<file path="src/rtl/bf16_div.sv">
// bf16_div: bfloat16 divider (1/8/7, bias 127), sequential restoring division.
// Operands are latched on accept; special operands finish one edge later,
// normal operands take 9 DIV iterations plus one ROUND step.
// Subnormals are flushed to zero on input and output.
// Optional macro BF16_DIV_RNE_EN: round to nearest-even instead of truncating.
//
// Handshake: a transfer happens on a rising edge where valid and ready are
// both high; the producer holds data stable while valid is high and ready low.
module bf16_div (
  input  logic        clk_i,
  input  logic        rst_ni,
  input  logic        in_valid_i,
  output logic        in_ready_o,
  input  logic [15:0] a_i,
  input  logic [15:0] b_i,
  output logic        out_valid_o,
  input  logic        out_ready_i,
  output logic [15:0] result_o,
  output logic        div_zero_o
);

  typedef enum logic [1:0] {IDLE, DIV, ROUND, DONE} state_t;

  state_t             state;
  logic [15:0]        a_q, b_q;
  logic [9:0]         rem;
  logic [8:0]         quo;
  logic [3:0]         cnt;
  logic signed [9:0]  exp_q;

  // accept-time precompute: significands, pre-shift decision, biased exponent
  logic [7:0]  sa_in, sb_in;
  logic        lt_in;
  logic [9:0]  exp_in;
  always_comb begin
    sa_in  = {1'b1, a_i[6:0]};
    sb_in  = {1'b1, b_i[6:0]};
    lt_in  = sa_in < sb_in;
    exp_in = {2'b00, a_i[14:7]} - {2'b00, b_i[14:7]} + 10'd127 - {9'd0, lt_in};
  end

  // special-case classification of the latched operands
  logic        sc, a_nan, b_nan, a_inf, b_inf, a_zero, b_zero;
  logic        spec_hit, spec_dz;
  logic [15:0] spec_res;
  always_comb begin
    sc       = a_q[15] ^ b_q[15];
    a_nan    = (a_q[14:7] == 8'hFF) && (a_q[6:0] != 7'd0);
    b_nan    = (b_q[14:7] == 8'hFF) && (b_q[6:0] != 7'd0);
    a_inf    = (a_q[14:7] == 8'hFF) && (a_q[6:0] == 7'd0);
    b_inf    = (b_q[14:7] == 8'hFF) && (b_q[6:0] == 7'd0);
    a_zero   = a_q[14:7] == 8'h00;
    b_zero   = b_q[14:7] == 8'h00;
    spec_hit = 1'b1;
    spec_dz  = 1'b0;
    spec_res = 16'h0000;
    if (a_nan || b_nan)                          spec_res = 16'h7FC0;
    else if ((a_zero && b_zero) || (a_inf && b_inf)) spec_res = 16'h7FC0;
    else if (b_zero && !a_inf) begin
      spec_res = {sc, 15'h7F80};
      spec_dz  = 1'b1;
    end
    else if (a_inf)                              spec_res = {sc, 15'h7F80};
    else if (a_zero || b_inf)                    spec_res = {sc, 15'h0000};
    else                                         spec_hit = 1'b0;
  end

  // one restoring-division step: subtract divisor when it fits, shift left
  logic [9:0] sb_ext, rem_sub, rem_next;
  logic       rem_ge;
  always_comb begin
    sb_ext   = {2'b00, 1'b1, b_q[6:0]};
    rem_ge   = rem >= sb_ext;
    rem_sub  = rem_ge ? (rem - sb_ext) : rem;
    rem_next = rem_sub << 1;
  end

  // rounding, renormalisation on carry, overflow/underflow clamp
  logic              guard, sticky, lsb, inc;
  logic [8:0]        mant_r;
  logic [6:0]        frac_f;
  logic signed [9:0] exp_fin;
  logic [15:0]       round_res;
  always_comb begin
    guard  = quo[0];
    lsb    = quo[1];
    sticky = rem != 10'd0;
`ifdef BF16_DIV_RNE_EN
    inc    = guard & (sticky | lsb);
`else
    // truncation: the rounding bits are computed but intentionally discarded
    inc    = 1'b0 & guard & (sticky | lsb);
`endif
    mant_r  = {1'b0, quo[8:1]} + {8'd0, inc};
    frac_f  = mant_r[8] ? mant_r[7:1] : mant_r[6:0];
    exp_fin = exp_q + (mant_r[8] ? 10'sd1 : 10'sd0);
    if (exp_fin >= 10'sd255)    round_res = {sc, 15'h7F80};
    else if (exp_fin <= 10'sd0) round_res = {sc, 15'h0000};
    else                        round_res = {sc, exp_fin[7:0], frac_f};
  end

  // control FSM with datapath registers
  always_ff @(posedge clk_i or negedge rst_ni) begin
    if (!rst_ni) begin
      state      <= IDLE;
      a_q        <= 16'h0000;
      b_q        <= 16'h0000;
      rem        <= 10'd0;
      quo        <= 9'd0;
      cnt        <= 4'd0;
      exp_q      <= 10'sd0;
      result_o   <= 16'h0000;
      div_zero_o <= 1'b0;
    end else begin
      case (state)
        IDLE: if (in_valid_i) begin
          a_q   <= a_i;
          b_q   <= b_i;
          rem   <= lt_in ? {1'b0, sa_in, 1'b0} : {2'b00, sa_in};
          quo   <= 9'd0;
          cnt   <= 4'd0;
          exp_q <= $signed(exp_in);
          state <= DIV;
        end
        DIV: if (spec_hit) begin
          result_o   <= spec_res;
          div_zero_o <= spec_dz;
          state      <= DONE;
        end else begin
          quo <= {quo[7:0], rem_ge};
          rem <= rem_next;
          cnt <= cnt + 4'd1;
          if (cnt == 4'd8) state <= ROUND;
        end
        ROUND: begin
          result_o   <= round_res;
          div_zero_o <= 1'b0;
          state      <= DONE;
        end
        DONE: if (out_ready_i) state <= IDLE;
        default: state <= IDLE;
      endcase
    end
  end

  assign in_ready_o  = state == IDLE;
  assign out_valid_o = state == DONE;

endmodule
</file>
<file path="config.mk">
export PLATFORM = sky130hd
export DESIGN_NAME = bf16_div
export DESIGN_NICKNAME = d
export VERILOG_FILES = /design/src/rtl/bf16_div.sv
export SDC_FILE = /design/constraint.sdc
export NUM_CORES = 1
export LEC_CHECK = 0
export CAP_MARGIN = 20
export CORE_MARGIN = 2
export CORE_UTILIZATION = 51
export DETAILED_ROUTE_END_ITERATION = 10
export GPL_TIMING_DRIVEN = 0
export PLACE_DENSITY = 0.75
export RECOVER_POWER = 50
export SETUP_SLACK_MARGIN = 0.4
export SLEW_MARGIN = 20
export SYNTH_ARGS = -nofsm -noshare
export SYNTH_HDL_FRONTEND = slang
export SYNTH_SLANG_ARGS = --single-unit
</file>
<file path="constraint.sdc">
create_clock -name clk_i -period 1.95 [get_ports clk_i]
set_input_delay 0.585 -clock clk_i [delete_from_list [all_inputs] [get_ports clk_i]]
set_output_delay 0.585 -clock clk_i [all_outputs]
set_load 0.1 [all_outputs]
</file>
# Word-level counts from Yosys, hierarchy flattened
# Cells that the tools add are included.
[word_totals]
register_bits = 83
input_bits = 36
wordCells = 89
out_inout_bits = 19
[classes]
eq_ne = 11
order_cmp = 4
bitwise_logic = 1
mux = 35
reduce_logical = 24
n_addsub = 5
[op_table]
columns = ["operator", "n"]
rows = [
  ["two-way mux 16 bit", 6],
  ["one-hot mux 16 bit (2 select lines)", 1],
  ["two-way mux 15 bit", 2],
  ["two-way mux 10 bit", 2],
  ["one-hot mux 10 bit (2 select lines)", 1],
  ["two-way mux 9 bit", 2],
  ["== test 8 bit, second input constant", 2],
  ["zero test 8 bit", 2],
  ["two-way mux 8 bit", 2],
  ["one-hot mux 8 bit (2 select lines)", 1],
  ["zero test 7 bit", 2],
  ["nonzero test 7 bit", 2],
  ["adder 9 x 8 -> 10 bit, second input constant", 1],
  [">= comparator 10 x 8 -> 1 bit", 1],
  [">= comparator 10 x 9 -> 1 bit, second input constant", 1],
  ["<= comparator 10 x 1 -> 1 bit, second input constant", 1],
  ["subtractor 10 x 1 -> 10 bit", 1],
  ["two-way mux 1 bit", 9],
  ["subtractor 8 x 8 -> 9 bit", 1],
  ["subtractor 9 x 8 -> 9 bit", 1],
  ["less-than comparator 8 bit", 1],
  ["two-way mux 2 bit", 4],
  ["two-way mux 4 bit", 2],
  ["one-hot mux 2 bit (4 select lines)", 1],
  ["other kinds (17)", 31],
]

# Longest topological paths before layout
[depth]
ltp_word = 10
mapped_depth = 17
mapped_depth_nobuf = 16

# Worst setup path before layout
# OpenSTA, ideal clock, no wires.
[synth_timing]
path_type = "input to register"
from = "in b_i[2]"
to = "reg exp_q[7]"
path_slack_ns = -1.342
path_stages = 17
arrival_time_ns = 3.196
required_time_ns = 1.854
n_path_buf = 1
setup_time_ns = 0.096
cell_sequence = "inv_1 > ha_1 > nand2_1 > o21ai_0 > a21oi_1 > o21ai_0 > buf_1 > ha_1 > ha_1 > inv_1 > fa_1 > nor2b_1 > o21ai_0 > a21oi_1 > o21a_1 > nor3_1 > o31ai_1"
[synth_between]
elab_chain_cells = 2
[synth_rtl]
columns = ["element", "line", "text"]
rows = [
  ["start: declaration", "15", "input logic [15:0] b_i,"],
  ["less-than comparator 8 bit", "38", "lt_in = sa_in < sb_in;"],
  ["subtractor 10 x 1 -> 10 bit", "39", "exp_in = {2'b00, a_i[14:7]} - {2'b00, b_i[14:7]} + 10'd127 - {9'd0, lt_in};"],
  ["end signal: assignment", "122", "exp_q <= $signed(exp_in);"],
  ["end: declaration", "29", "logic signed [9:0] exp_q;"],
]
# No other way between the ends.
# A chain may end at the register's enable or synchronous reset.

# Final worst setup path
[layout_timing]
from = "in b_i[4]"
to = "reg exp_q[7]"
# The elaborated chain is that of the path after synthesis.

==> parameters.txt <==
Parameter                              Value

Status
  Result of the run    complete, but fails checks
  Violations in the final reports    negative setup slack

Placed design
  IO buf count    54
  Cell total after placement    702
  Final weighted congestion in routability-driven placement    0.870
  Post-placement setup slack    -1.87 ns
  Placed wire-length estimate    8.81 mm

Global route
  Maximum number of pins on one net before global-route repair    48
  Global Route Usage Sum    30.0%
  Vias in the first global route    4850
  Global-route wire length before repair    23.9 mm
  Number of antenna violations at the first check in global routing    0
  Leftover overflow at the end of global routing    0

CTS
  Maximum clock path buffer count    2
  Clock latency on the worst-skew pair    0.38 ns
  Root Buffer Master    sky130_fd_sc_hd__clkbuf_8
  CTS HTree Levels    3
  Post-CTS Hold Fix Bufs    0
  CTS Sinks    83
  Clock tree from TritonCTS    built
  Inserted Clock Buffers    9
  Clock transition at path regs    0.10 ns

Yosys
  Count of flip-flops with a built-in enable after synthesis    0
  Gate count of the mapped netlist    518
  Async set or reset register ratio after synthesis    100%
  Number of library cell types mapped by synthesis    60
  Post-Syn Nets    592
  Mapped Area    4950 µm²
  Top FF cell, synth    sky130_fd_sc_hd__dfrtp_1
  Post-synthesis average cell area    9.55 µm²
  Sequential cell area fraction in the yosys report    42.0%
  Yosys warnings    0
  Total of flip-flops plus latches after synthesis    83

Cells and area
  Leading cell type in the layout, fill and taps excluded    sky130_fd_sc_hd__dfrtp_1
  Share of layout cells above drive strength 1    55.4%
  Top library cells by usage in the layout, fill and taps aside    sky130_fd_sc_hd__dfrtp_1, sky130_fd_sc_hd__buf_4, sky130_fd_sc_hd__nand2_1, sky130_fd_sc_hd__buf_6, sky130_fd_sc_hd__ha_4
  Final design utilization    88.4%
  Final antenna diode count    0
  Layout net count    755
  Non-Filler Instances    815
  Relative area change from synthesis to final layout    66.6%

Setup path
  Register-to-Register Setup Slack    -0.32 ns
  Cell count of the worst reg-to-reg path    9
  Most prevalent standard cell on the critical path    sky130_fd_sc_hd__ha_4
  Count of buffering cells on the critical path with inverters included    5
  CP Cell Sequence    dlygate4sd2_1 -> inv_2 -> ha_4 -> nand3_2 -> o21ai_2 -> buf_6 -> ha_4 -> ha_4 -> buf_6 -> inv_4 -> fa_2 -> nor2b_2 -> o21ai_2 -> a21oi_2 -> o21a_1 -> o21a_1 -> o31ai_2
  Worst flop-to-flop path endpoint    rem[7]
  Arrival time of data at the critical path endpoint    3.24 ns
  Critical Path End Type    flip-flop
  CP Launch Type    input port
  Startpoint of the worst register-to-register path    rem[0]
  Peak fanout along the critical path    2
  Total number of cells along the worst setup path    17
  Launch point of the worst path    b_i[4]
  Critical Path RT    2.21 ns
  Worst setup path endpoint    exp_q[7]
  Slowest cell on crit path    sky130_fd_sc_hd__fa_2
  Type of the worst setup path    input port to flip-flop
  Family with the most delay on the worst path    adder cells
  Delay contributed by the slowest stage of the critical path    0.40 ns

Timing
  Smallest setup slack after layout    -1.03 ns
  Transition at the pin with the smallest max-transition slack    1.01 ns
  Max-Slew Margin vs Limit    32.5%
  Setup repair after global routing missed its margin    true
  Maximum achievable frequency    0.335 GHz
  Minimum clock period    2.98 ns
  Post-route worst hold slack    0.356 ns
  Final period utilization    153%
  Setup violators final    47
  Final-report hold violation count    0
  Worst setup skew after layout    0.0183 ns
  Final sum of negative setup slack    -10.50 ns
  Number of pins with negative max-slew slack in the final report    0

Routing
  Number of violations reported at the end of detailed-routing iteration 0    415
  Total routed wirelength    19.7 mm
  Final routed DRC violation total    0
  Total via count after detailed routing    5203
  Wire per inst    24.1 µm
  Post-route antenna net violation count    0
  First-pass detailed-route iteration total    7
  Via/cell ratio    6.38

Floorplanning
  IO Count    55
  Effective utilization at floorplan    53.1%
  Total Die Area    10500 µm²
  Horizontal extent of the die    103 µm
  Chip Height    103 µm
  Cell Rows    35
  CORE AREA    9330 µm²

Power
  Net switching power of the design    7.18 mW
  Leak pwr    3.55 nW
  Combinational cell fraction of total power    68.5%
  Net switching share of the total power    47.6%
  Power density over the cells    1830 nW/µm²
  Internal Power    7.90 mW
  Clk network pwr share    9.9%
  Fraction of power consumed by sequential logic    21.6%
  Worst vdd ir    0.912 mV

Run
  Number of max-capacitance violations reported    0

Hold path
  Min-Delay Path Class    input port to async pin
-- per-layer routing --
metal | global-route usage (%) | share of wire (%) | wire length, µm | vias up
li1 | - | - | - | 2168
met1 | 37.7 | 37 | 7290 | 2524
met2 | 51.4 | 49 | 9660 | 386
met3 | 4.47 | 8.1 | 1600 | 125
met4 | 13.3 | 5.8 | 1130 | 0
met5 | 0 | 0 | 0 | -
-- logic make-up after synthesis --
group	synth area share, %
xor gates and xnor gates	3.01
muxes	7.21
adders and majority gates	10.1
and+or+nand+nor	15.5
AOI/OAI and AO/OA	17.1
DFF	42.0
buffers and inverters	5.16
-- final cells by class --
type	count	area [µm²]
flip-flops and latches	83	2090
repair buffers	152	1570
inverters	47	209
multi-input cells	371	3750
well taps	129	161
fillers	391	1080
clock inverters	5	85.1
plain buffers	17	241
clock buffers	11	141
-- power by group through the flow --
| stage | Clock, mW | Combinational [mW] | Sequential [mW] |
|---|---|---|---|
| floorplan | 0 | 4.08 | 3.66 |
| global placement | 0 | 5.87 | 3.02 |
| detailed placement | 0 | 6.06 | 3.06 |
| CTS | 1.44 | 8.16 | 3.12 |
| global route | 1.54 | 10.7 | 3.31 |
| finish | 1.50 | 10.3 | 3.26 |
-- worst register-to-register path: cells and delay by family (launching register included) --
kind,cells,cell delay (ns)
and+or+nand+nor,1,0.19
buffers and inverters,1,0.06
adders and majority gates,2,0.57
DFF,1,0.39
AOI/OAI and AO/OA,5,0.99
-- worst min path at each step --
stage / startpoint / to / slack (ns) / depth (start not counted)
2_1_floorplan: rst_ni / a_q[0] / 0.29 / 0
3_3_place_gp: result_o[4] / result_o[4] / 0.46 / 2
3_5_place_dp: result_o[2] / result_o[2] / 0.47 / 2
4_1_cts: rst_ni / quo[6] / 0.20 / 1
5_1_grt: rst_ni / result_o[5] / 0.42 / 1
6_report: rst_ni / result_o[3] / 0.36 / 1
-- state kept, by name (all words and copies together) (netlist names) --
| register | count |
|---|---|
| b_q | 16 |
| div_zero_o | 1 |
| state | 2 |
| result_o | 16 |
| exp_q | 10 |
| quo | 8 |
| a_q | 16 |
| cnt | 4 |
| rem | 10 |
-- metrics by stage --
stage | total power [mW] | instance area (µm²)
after floorplan | 7.74 | 5310
after global placement | 8.89 | 6010
after detailed placement | 9.12 | 6030
after CTS | 12.7 | 7510
after global routing | 15.5 | 8240
final | 15.1 | 8240
-- what timing repair did --
action                     CTS  global route
gates cloned                 6             1
pin swaps                   73            49
buffers inserted            49            41
resized for setup          404           104
setup endpoints to repair   98           101
-- synth_stat cells, drive strengths merged (5+ instances only) --
library cell,n,share of area (%)
a21o,6,1.1
clkbuf,9,0.68
mux2,21,4.8
inv,47,3.6
a21oi,20,2.3
mux2i,12,2.4
ha,35,8.8
nor4,5,0.94
or4,5,0.83
xor2,11,1.9
o31ai,15,2.3
buf,8,0.91
a31oi,10,1.3
nand3,6,0.61
dfrtp,83,42
nand2,69,5.2
xnor2,6,1.1
nand4,9,1.1
nor2b,7,0.88
nor3,7,0.71
o221ai,7,1.2
o21ai,34,3.4
nor2,41,3.6
Power figures use the tool's default switching activity.
==> RTL change: new RTL, same flow settings <==
Build with the macro `BF16_DIV_RNE_EN` defined.
--- a/src/rtl/bf16_div.sv
+++ b/src/rtl/bf16_div.sv
@@ -7,4 +7,6 @@
 // Handshake: a transfer happens on a rising edge where valid and ready are
 // both high; the producer holds data stable while valid is high and ready low.
+`define BF16_DIV_RNE_EN
+
 module bf16_div (
   input  logic        clk_i,
Formal check against the unedited RTL: no difference found for any inputs over 10 cycles, from zero or initial values and one cycle with rst_ni low; that may be too few to reach the edited logic, so the function may still have changed.
==> RTL change against the original RTL <==
The flow still finishes with violations (setup timing); area after synthesis up 12%; power down 5.6%; core utilization down 3.1 points; count of clock-buffer cells in the layout up 1; setup slack worse by 0.20 ns; sequential cell count up 1; fmax down 6.3%; sequential share of layout area down 1.6 points; routed wire length up 1.3%; clock power down 24%; design area up 7.7%; combinational power down 5%; critical endpoint is now result_o[3].
==> RTL change: results <==
metrics = {
    "worst_hold_path": {
        "hold_path.class": "in2async",
    },
    "place": {
        "numPortBuffers": 54,
        "dpl.hpwl_mm": 10.4,
        "placedInstanceArea_um2": 6600,
        "dp_cells": 788,
        "gp_congestion": 0.909,
    },
    "status": {
        "violations": "setup timing",
        "outcome": "complete, but fails checks",
    },
    "clocking": {
        "root_buffer": "clkbuf_8",
        "h-tree-depth": 3,
        "cts_inserted_buffers": 9,
        "worst_skew_pair.late_latency_ns": 0.37,
        "cts.reportedPaths.clkPinSlew_ns": 0.09,
        "cts.path.max_buffers": 2,
    },
    "synth": {
        "ys.flop_type": "dfrtp_1",
        "synth.net_count": 674,
        "yosys_warnings": 0,
        "synth_area_leaders": "dfrtp_1 (38%), ha_1 (8.6%), nand2_1 (4.8%)",
        "ys_seq_area_frac": 0.381,
        "async_flop_share": 1.00,
        "synth_commonest_cells": "dfrtp_1 (84), nand2_1 (71), o21ai_0 (46), inv_1 (42), ha_1 (38)",
        "netlist_instances": 597,
        "yosysUniqueCellTypes": 77,
    },
    "timing": {
        "fin_skew_ns": 0.0162,
        "final.setup.worst_slack_ns": -1.23,
        "relSlewSlack": 0.318,
        "setup_viol": 52,
    },
    "global_routing": {
        "grt_max_degree": 46,
        "antenna_found_initial": 0,
        "grt_pass1_vias": 5522,
        "grt_pass1_wl_mm": 27.3,
        "grt_usage": 0.300,
    },
    "power": {
        "ir_drop_v": 0.000969,
        "leakage_nw": 3.90,
        "p_sw_frac": 0.468,
    },
    "routing": {
        "first_pass_iters": 7,
        "wl_per_cell_um": 21.8,
        "vias": 5735,
        "drt_iter0_drc": 510,
    },
    "setup_path": {
        "crit_path_top_delay_cell": "or4b_4",
        "crit_arrival_ns": 3.43,
        "critical_path.max_stage_delay_ns": 0.51,
        "cp_max_fo": 7,
    },
    "cells_and_area": {
        "antenna_cells": 0,
        "instances_no_fill": 916,
        "drive_gt1_frac": 0.495,
        "top_regs": "a_q: 16 flops, b_q: 16 flops, result_o: 16 flops",
        "nets": 852,
        "fillCellCount": 485,
    },
}
[RTL change: repair_timing]
action	CTS	global route
hold buffers	0	0
resized for setup	337	163
endpoints found under the setup margin	103	103
cloned	6	3
pin swaps	68	74
buffers inserted	66	37
[RTL change: cells by family (layout without fill, tap and decap cells)]
logic type	count (synthesis)	count (layout)	share of synthesized area
flip-flops	84	84	0.381
adder cells (fa/ha/maj)	41	41	0.0970
multiplexers	25	25	0.0503
buffers and inverters	68	251	0.0539
XOR/XNOR	28	28	0.0458
AND/OR/NAND/NOR	193	193	0.178
AO/OA/AOI/OAI	158	158	0.195
[RTL change: area by class of cell]
cell class	instances	area, um2	share of cell area
buffer	25	290	0.0327
clock buffer	12	135	0.0152
clock inverter	4	26.3	0.00296
inverter	43	185	0.0209
multi-input combinational	445	4220	0.475
sequential	84	2110	0.237
tap	136	170	0.0192
timing repair buffer	167	1750	0.197
[RTL change: worst paths after layout]
path,startpoint,slack [ns],end,cells past startpoint
worst min register to register,a_q[4],0.53,a_q[4],1
max in group asynchronous,rst_ni,0.24,div_zero_o,2
min in group clk_i,b_i[1],0.48,b_q[1],3
worst max register to register,quo[0],-1.23,result_o[3],15
worst max-delay path,quo[0],-1.23,result_o[3],15
worst min-delay path,rst_ni,0.37,cnt[2],1
[RTL change: power by group through the flow]
stage	combinational (W)	clock [W]	sequential, W
floorplan	0.00425	0	0.00354
global placement	0.00601	0	0.00303
detailed placement	0.00618	0	0.00307
CTS	0.00786	0.00110	0.00308
global route	0.0103	0.00122	0.00332
finish	0.00981	0.00114	0.00328
[RTL change: per-stage QoR]
step | worst slack, ns | setup TNS (ns)
after floorplan | -1.21 | -22.14
after global placement | -2.64 | -278.17
after detailed placement | -2.11 | -60.99
after CTS | -1.12 | -25.00
after global routing | -1.33 | -33.64
final | -1.23 | -29.12
[RTL change: critical path: cells and delay by family, from the launching register on]
family	cells	cell delay, ns
compound gates	4	0.85
simple gates	6	1.18
buf+inv	2	0.21
fa+ha+maj	3	0.45
flops	1	0.37
[RTL change: metal layers]
| metal | wire length, um | part of all wire | up-vias | track usage |
|---|---|---|---|---|
| li1 | - | - | 2511 | - |
| met1 | 7680 | 0.39 | 2819 | 0.385 |
| met2 | 10100 | 0.50 | 327 | 0.509 |
| met3 | 1440 | 0.072 | 78 | 0.0585 |
| met4 | 758 | 0.038 | 0 | 0.0989 |
| met5 | 0 | 0 | - | 0 |
